## config.mk

```make
export PLATFORM = sky130hd
export DESIGN_NAME = vga_fb_arbiter
export DESIGN_NICKNAME = d
export VERILOG_FILES = /design/src/rtl/vga_fb_arbiter.sv
export SDC_FILE = /design/constraint.sdc
export NUM_CORES = 1
export LEC_CHECK = 0
export CAP_MARGIN = 25
export CELL_PAD_IN_SITES_DETAIL_PLACEMENT = 1
export CELL_PAD_IN_SITES_GLOBAL_PLACEMENT = 1
export CORE_MARGIN = 5
export CORE_UTILIZATION = 34
export DETAILED_ROUTE_END_ITERATION = 16
export PLACE_DENSITY = 0.77
export SLEW_MARGIN = 30
export SYNTH_ARGS = -nofsm -noshare
export SYNTH_HDL_FRONTEND = slang
export SYNTH_SLANG_ARGS = --single-unit
```

## constraint.sdc

```tcl
create_clock -name clk_25 -period 5.6 [get_ports clk_25]
set_input_delay 1.12 -clock clk_25 [delete_from_list [all_inputs] [get_ports clk_25]]
set_output_delay 1.12 -clock clk_25 [all_outputs]
set_load 0.01 [all_outputs]
```

## src/rtl/vga_fb_arbiter.sv

```systemverilog
// vga_fb_arbiter: shares one single-port framebuffer SRAM (1-cycle read latency)
// between display refresh reads on a fixed slot schedule and a valid/ready
// writer that takes every remaining cycle. Fetched words are unpacked into a
// pixel stream aligned with the timing generator's registered outputs.
// Build option: define VGA_ARB_VBLANK_ONLY_EN to restrict writes to vertical
// blanking (tear-free updates).
module vga_fb_arbiter #(
  parameter int H_ACTIVE = 640,
  parameter int V_ACTIVE = 480,
  parameter int H_TOTAL  = 800,
  parameter int V_TOTAL  = 525,
  parameter int PIX_W    = 4,
  parameter int DATA_W   = 16,
  parameter int ADDR_W   = 17
) (
  input  logic              clk_25,
  input  logic              rst,
  input  logic [9:0]        x_count,
  input  logic [9:0]        y_count,
  input  logic              wr_valid,
  output logic              wr_ready,
  input  logic [ADDR_W-1:0] wr_addr,
  input  logic [DATA_W-1:0] wr_data,
  output logic              wr_err,
  output logic              mem_en,
  output logic              mem_we,
  output logic [ADDR_W-1:0] mem_addr,
  output logic [DATA_W-1:0] mem_wdata,
  input  logic [DATA_W-1:0] mem_rdata,
  output logic [PIX_W-1:0]  pixel_out,
  output logic              pixel_valid
);

  localparam int WPL      = H_ACTIVE / 4;
  localparam int FB_WORDS = WPL * V_ACTIVE;

  localparam logic [9:0]        X_ACT    = 10'(H_ACTIVE);
  localparam logic [9:0]        X_FMAX   = 10'(H_ACTIVE - 8);
  localparam logic [9:0]        X_PREF   = 10'(H_TOTAL - 4);
  localparam logic [9:0]        X_LAST   = 10'(H_TOTAL - 1);
  localparam logic [9:0]        Y_ACT    = 10'(V_ACTIVE);
  localparam logic [9:0]        Y_LAST   = 10'(V_TOTAL - 1);
  localparam logic [ADDR_W-1:0] FB_LIM   = ADDR_W'(FB_WORDS);

  // Constant multiply by WPL built from shifted adds of the set bits of WPL.
  function automatic logic [ADDR_W-1:0] mul_wpl(input logic [9:0] v);
    logic [ADDR_W-1:0] acc;
    acc = '0;
    for (int unsigned i = 0; i < ADDR_W; i++) begin
      if (((WPL >> i) & 1) != 0) acc = acc + (ADDR_W'(v) << i);
    end
    return acc;
  endfunction

  logic [9:0]        y_next;
  logic              next_vis;
  logic [ADDR_W-1:0] next_base;
  logic              in_fetch;
  logic              prefetch;
  logic              ds;
  logic              blank_ok;
  logic              accept;
  logic              in_range;
  logic [ADDR_W-1:0] rd_addr;
  logic              vis;

  logic [DATA_W-1:0] cur;
  logic [DATA_W-1:0] nxt;
  logic              line_ok;
  logic              rd_pend;
  logic [ADDR_W-1:0] line_base;

  // Writer gating: optionally restricted to vertical blanking lines.
  always_comb begin
`ifdef VGA_ARB_VBLANK_ONLY_EN
    blank_ok = (y_count >= Y_ACT);
`else
    blank_ok = 1'b1;
`endif
  end

  // Display slot decode and SRAM port arbitration (display reads always win).
  always_comb begin
    y_next    = (y_count == Y_LAST) ? '0 : y_count + 10'd1;
    next_vis  = (y_next < Y_ACT);
    next_base = mul_wpl(y_next);
    in_fetch  = (y_count < Y_ACT) && line_ok && (x_count[1:0] == 2'd0) && (x_count <= X_FMAX);
    prefetch  = (x_count == X_PREF) && next_vis;
    ds        = !rst && (in_fetch || prefetch);
    rd_addr   = prefetch ? next_base
                         : line_base + ADDR_W'(x_count[9:2]) + ADDR_W'(1);
    wr_ready  = !rst && !ds && blank_ok;
    accept    = wr_valid && wr_ready;
    in_range  = (wr_addr < FB_LIM);
    mem_en    = ds || (accept && in_range);
    mem_we    = !ds && accept && in_range;
    mem_addr  = ds ? rd_addr : wr_addr;
    mem_wdata = wr_data;
    vis       = (x_count < X_ACT) && (y_count < Y_ACT);
  end

  // Line tracking: base latched at the prefetch slot, cleared before blank lines.
  always_ff @(posedge clk_25) begin
    if (rst) begin
      line_ok   <= 1'b0;
      line_base <= '0;
    end else if (prefetch) begin
      line_ok   <= 1'b1;
      line_base <= next_base;
    end else if ((x_count == X_LAST) && !next_vis) begin
      line_ok   <= 1'b0;
    end
  end

  // Word pipeline: read data lands in NXT, promoted to CUR on the last pixel of a word.
  always_ff @(posedge clk_25) begin
    if (rst) begin
      rd_pend <= 1'b0;
      nxt     <= '0;
      cur     <= '0;
    end else begin
      rd_pend <= ds;
      if (rd_pend) nxt <= mem_rdata;
      if (x_count[1:0] == 2'd3) cur <= nxt;
    end
  end

  // Pixel output and write-error pulse, registered to match the generator's outputs.
  always_ff @(posedge clk_25) begin
    if (rst) begin
      pixel_out   <= '0;
      pixel_valid <= 1'b0;
      wr_err      <= 1'b0;
    end else begin
      pixel_valid <= vis;
      pixel_out   <= (vis && line_ok) ? cur[int'(x_count[1:0]) * PIX_W +: PIX_W] : '0;
      wr_err      <= accept && !in_range;
    end
  end

endmodule

```

* Yosys cells after proc, flatten, opt, wreduce, memory -nomap -nowiden
Index checks and enable logic that the tools add are counted.
** Operators by class
- $add $sub $neg :: 4
- Shift-type cells :: 1
- $lt $le $gt $ge :: 5
- Reduce and logical (&&, ||, !) cells :: 23
- Multiplexer cells :: 5
- Bitwise operators :: 1
- Equal/unequal tests :: 4
** Operator list (number)
- 17-bit two-way mux :: 2
- 10-bit == test, second input constant :: 3
- 10-bit by 9-bit less-than comparator with 1-bit output, second input constant :: 2
- 15-bit by 17-bit adder with 17-bit output :: 1
- 17-bit by 1-bit adder with 17-bit output, second input constant :: 1
- 17-bit by 8-bit adder with 17-bit output :: 1
- 17-bit less-than comparator, second input constant :: 1
- 16-bit by 5-bit variable part select with 4-bit output :: 1
- 1-bit logical AND :: 14
- 10-bit by 1-bit adder with 10-bit output, second input constant :: 1
- 10-bit less-or-equal comparator, second input constant :: 1
- 10-bit less-than comparator, second input constant :: 1
- 10-bit two-way mux :: 1
- 1-bit zero test :: 4
- 2-bit == test, second input constant :: 1
- 2-bit zero test :: 1
- 1-bit logical OR :: 2
- 1-bit two-way mux :: 2
- 2-bit nonzero test :: 1
- 2-bit OR reduction :: 1
- 1-bit NOT :: 1
** Word-level totals
- Register bits after elaboration :: 57
- Output and inout bits :: 42

* Longest topological paths before layout
- Depth after elaboration :: 11
- Depth in mapped cells :: 14

* Worst setup path before layout
Ideal clock, no wire load.
- Path kind :: in2out
- Start :: in y_count[0]
- End :: out mem_addr[14]
- Setup slack :: 0.723 ns
- Arrival :: 3.757 ns
- Stages :: 13
- Cell sequence :: inv_1 ha_1 nor4bb_1 nand3_1 nor4_4 and2b_2 ha_1 a21oi_1 o211ai_1 o41ai_1 xor2_1 or3_2 o211ai_1
** On the way
- Cells in the longest elaborated chain, start to end :: 7
- Elaborated cells on any way between the ends :: 14
- Classes of those cells :: add/sub (2); order compare (2); eq/ne (1); mux (3); reduce/logical (6)
** RTL lines
- start: declaration :: line 19 : input logic [9:0] y_count,
- parallel branches: the longest is 6 deep, another holds 15-bit by 17-bit adder with 17-bit output
- 17-bit two-way mux (*) :: line 97 : mem_addr = ds ? rd_addr : wr_addr;
- end: declaration :: line 27 : output logic [ADDR_W-1:0] mem_addr,
Every way passes the cells marked *.

* Final worst setup path
- Start :: in y_count[9]
- End :: out mem_addr[16]
Same word-level chain as after synthesis.

==> load_flow_metrics.sql <==
INSERT INTO impl_metrics (metric_group, metric, value, unit) VALUES
('run_status', 'run_status', 'complete, but fails checks', ''),
('run_status', 'failed_checks', 'setup timing', ''),
('floorplanning', 'die-width', '110', 'um'),
('synthesis', 'synth.yosys.warnings', '0', ''),
('sta', 'setup_viols_final', '1', ''),
('sta', 'number_of_pins_with_negative_max_slew_slack_in_the_final_report', '0', ''),
('clock_network', 'cts-root-to-sink-buffers', '2', ''),
('worst_setup_path', 'critical_path_peak_fanout', '4', ''),
('global_routing', 'grt_first_pass_wirelength', '17800', 'um'),
('drt', 'postRouteAntennaNets', '0', ''),
('flow_run', 'cap_viol_max_count', '0', ''),
('sta', 'timing.max_slew.rel_slack', '38.6', '%'),
('synthesis', 'syn-cell-area', '3430', 'um2'),
('placed_design', 'place.detailed.instances', '609', ''),
('worst_setup_path', 'cp_data_required_time', '4480', 'ps'),
('layout', 'layout_cells_excl_fill', '622', ''),
('worst_setup_path', 'crit_family', 'buffers and inverters', ''),
('synthesis', 'synth-seq-cells', '52', ''),
('worst_setup_path', 'reg2reg_setup_slack', '4110', 'ps'),
('clock_network', 'cts_tree', 'yes', ''),
('synthesis', 'postSynthNetCount', '485', ''),
('synthesis', 'synth_top_area_share', '30.3', '%'),
('global_routing', 'pin_count_of_the_biggest_net_entering_global_routing', '33', ''),
('worst_setup_path', 'path_cells', 'clkdlybuf4s50_1, nor4bb_4, nand3_2, nor4_4, buf_4, buf_4, nor2_1, ha_1, a21boi_0, or2_2, o311a_1, o221a_1, clkdlybuf4s50_1', ''),
('power_and_ir_drop', 'peakVddDrop', '0.101', 'mV'),
('drt', 'drt_first_pass_iters', '4', ''),
('worst_setup_path', 'worstSetupPathType', 'input port to output pin', ''),
('drt', 'wl_per_cell', '17.9', 'um'),
('sta', 'post-route-min-period', '5610', 'ps'),
('layout', 'layout.cells.most_common', 'sky130_fd_sc_hd__clkdlybuf4s50_1', ''),
('synthesis', 'synth_enable_flop_cells', '0', ''),
('global_routing', 'antenna_found_initial', '0', ''),
('sta', 'worst-slew-pin-transition', '920', 'ps'),
('layout', 'postLayoutCoreUtil', '47.6', '%'),
('global_routing', 'gr-usage-met3', '3.99', '%'),
('layout', 'syn2layout_area_growth', '36.2', '%'),
('synthesis', 'synthesis.area_per_instance', '8.64', 'um2'),
('floorplanning', 'fp.dieArea', '12200', 'um2'),
('clock_network', 'cts.sinks', '52', ''),
('floorplanning', 'fp-row-count', '36', ''),
('sta', 'layout_worst_path_cycle_share', '100', '%'),
('sta', 'max_clock_freq', '0.178', 'GHz'),
('clock_network', 'cts_max_level', '2', ''),
('clock_network', 'worstSkewPairLatency', '310', 'ps'),
('worst_setup_path', 'arr_time_crit_path', '4490', 'ps'),
('floorplanning', 'die_height', '110', 'um'),
('drt', 'drt_iter0_markers', '130', ''),
('power_and_ir_drop', 'p_per_area', '188', 'nW/um2'),
('sta', 'fin_skew', '10.9', 'ps'),
('floorplanning', 'core', '9820', 'um2'),
('synthesis', 'post-synth-top-area-cell', 'sky130_fd_sc_hd__dfxtp_1', ''),
('sta', 'finalHoldViolations', '0', ''),
('worst_setup_path', 'critical_path.max_stage_delay', '540', 'ps'),
('drt', 'drcViolationCount', '0', ''),
('synthesis', 'synth_cells', '397', ''),
('floorplanning', 'io_pins', '114', ''),
('synthesis', 'synth.lib_cells_used.distinct', '64', ''),
('synthesis', 'ys.flop_type', 'sky130_fd_sc_hd__dfxtp_1', ''),
('global_routing', 'grt_use_met1', '20.1', '%'),
('layout', 'fraction_of_layout_cells_with_a_size_suffix_above_1', '18.2', '%'),
('sta', 'final_critical_path_setup_slack', '-5.21', 'ps'),
('global_routing', 'first_global_vias', '3614', ''),
('layout', 'design.final.nets', '576', ''),
('global_routing', 'total_gr_overflow', '0', ''),
('placed_design', 'placement.io_buffers', '81', ''),
('synthesis', 'synth-async-reset-ratio', '0', '%'),
('worst_setup_path', 'critical-path-slowest-cell', 'sky130_fd_sc_hd__clkdlybuf4s50_1', ''),
('floorplanning', 'start_util', '34.9', '%'),
('clock_network', 'cts-buffers-inserted', '5', ''),
('global_routing', 'global_route.usage.total', '17.3', '%'),
('min_path', 'worst_hold_path_type', 'flip-flop to flip-flop', '');
## layer usage
| layer | part of all wire, % | vias up | wire (um) |
|---|---|---|---|
| li1 | - | 1560 | - |
| met1 | 43 | 1576 | 4750 |
| met2 | 50 | 90 | 5610 |
| met3 | 4.7 | 24 | 525 |
| met4 | 2.3 | 0 | 251 |
| met5 | 0 | - | 0 |
## stage by stage
step | power, mW | cell area, um2 | hold slack, ps | worst slack (ps) | setup TNS (ps)
floorplan | 0.487 | 3430 | 431 | 723 | 0
global placement | 0.585 | 4420 | 438 | -284 | -850
detailed placement | 0.591 | 4420 | 447 | -366 | -1220
CTS | 0.869 | 4590 | 461 | 1.37 | 0
global route | 0.913 | 4670 | 481 | -124 | -403
finish | 0.878 | 4670 | 459 | -5.21 | -5.21
## Yosys cell counts, types with 4 or more instances
cell type,instances
sky130_fd_sc_hd__xor2_1,17
sky130_fd_sc_hd__o22a_1,5
sky130_fd_sc_hd__and3_1,6
sky130_fd_sc_hd__clkbuf_1,10
sky130_fd_sc_hd__mux4_2,4
sky130_fd_sc_hd__nand3_1,16
sky130_fd_sc_hd__a21oi_1,29
sky130_fd_sc_hd__inv_1,12
sky130_fd_sc_hd__o21ai_0,4
sky130_fd_sc_hd__buf_4,18
sky130_fd_sc_hd__xnor2_1,14
sky130_fd_sc_hd__o221a_1,7
sky130_fd_sc_hd__mux2i_1,26
sky130_fd_sc_hd__dfxtp_1,52
sky130_fd_sc_hd__nand2_1,53
sky130_fd_sc_hd__nor2_1,40
sky130_fd_sc_hd__ha_1,15
## flip-flops by register name (all words and copies together) (netlist names)
register,count
line_ok,1
wr_err,1
cur,16
pixel_out,4
nxt,16
rd_pend,1
pixel_valid,1
line_base,12
## cell type report
cell class,count,area (um2)
sequential,52,1040
clock buffer,5,68.8
fill,1184,5150
inverter,13,56.3
tap,133,166
multi-input combinational,295,2190
clock inverter,3,46.3
timing repair buffer,121,1100
## worst reg2reg max path, delay by kind of cell (launching register included)
family | cells | cell delay [ps]
flip-flops | 1 | 400
AND/OR/NAND/NOR | 2 | 590
buffers and inverters | 1 | 130
AO/OA/AOI/OAI | 1 | 300
## logic make-up (layout without fill, tap and decap cells)
group,after synthesis,count (layout),share of synthesized area (%)
and+or+nand+nor,141,141,19.8
adders and majority gates,16,16,6.05
DFF,52,52,30.3
muxes,33,33,11.2
xor gates and xnor gates,31,31,7.91
AOI/OAI and AO/OA,74,74,16.0
buffers and inverters,50,142,8.68
## report_power, final
group / internal [mW] / switching, mW
combinational: 0.127 / 0.113
clock: 0.135 / 0.133
sequential: 0.370 / 0.000255
total: 0.632 / 0.246
## final timing paths
check,startpoint,end,cells past startpoint
hold reg to reg,cur[2]$_SDFFE_PP0N_,cur[2]$_SDFFE_PP0N_,2
setup / recovery,y_count[9],mem_addr[16],13
setup reg to reg,line_ok$_SDFFE_PP0P_,rd_pend$_SDFF_PP0_,4
hold / removal,cur[2]$_SDFFE_PP0N_,cur[2]$_SDFFE_PP0N_,2
## what timing repair did
action,4_1_cts,5_1_grt
endpoints found under the setup margin,6,11
hold buffers,0,0
resized for setup,14,18
setup buffers,3,2
pin swaps,12,15
Note: power is estimated with default switching activity, not from simulation.
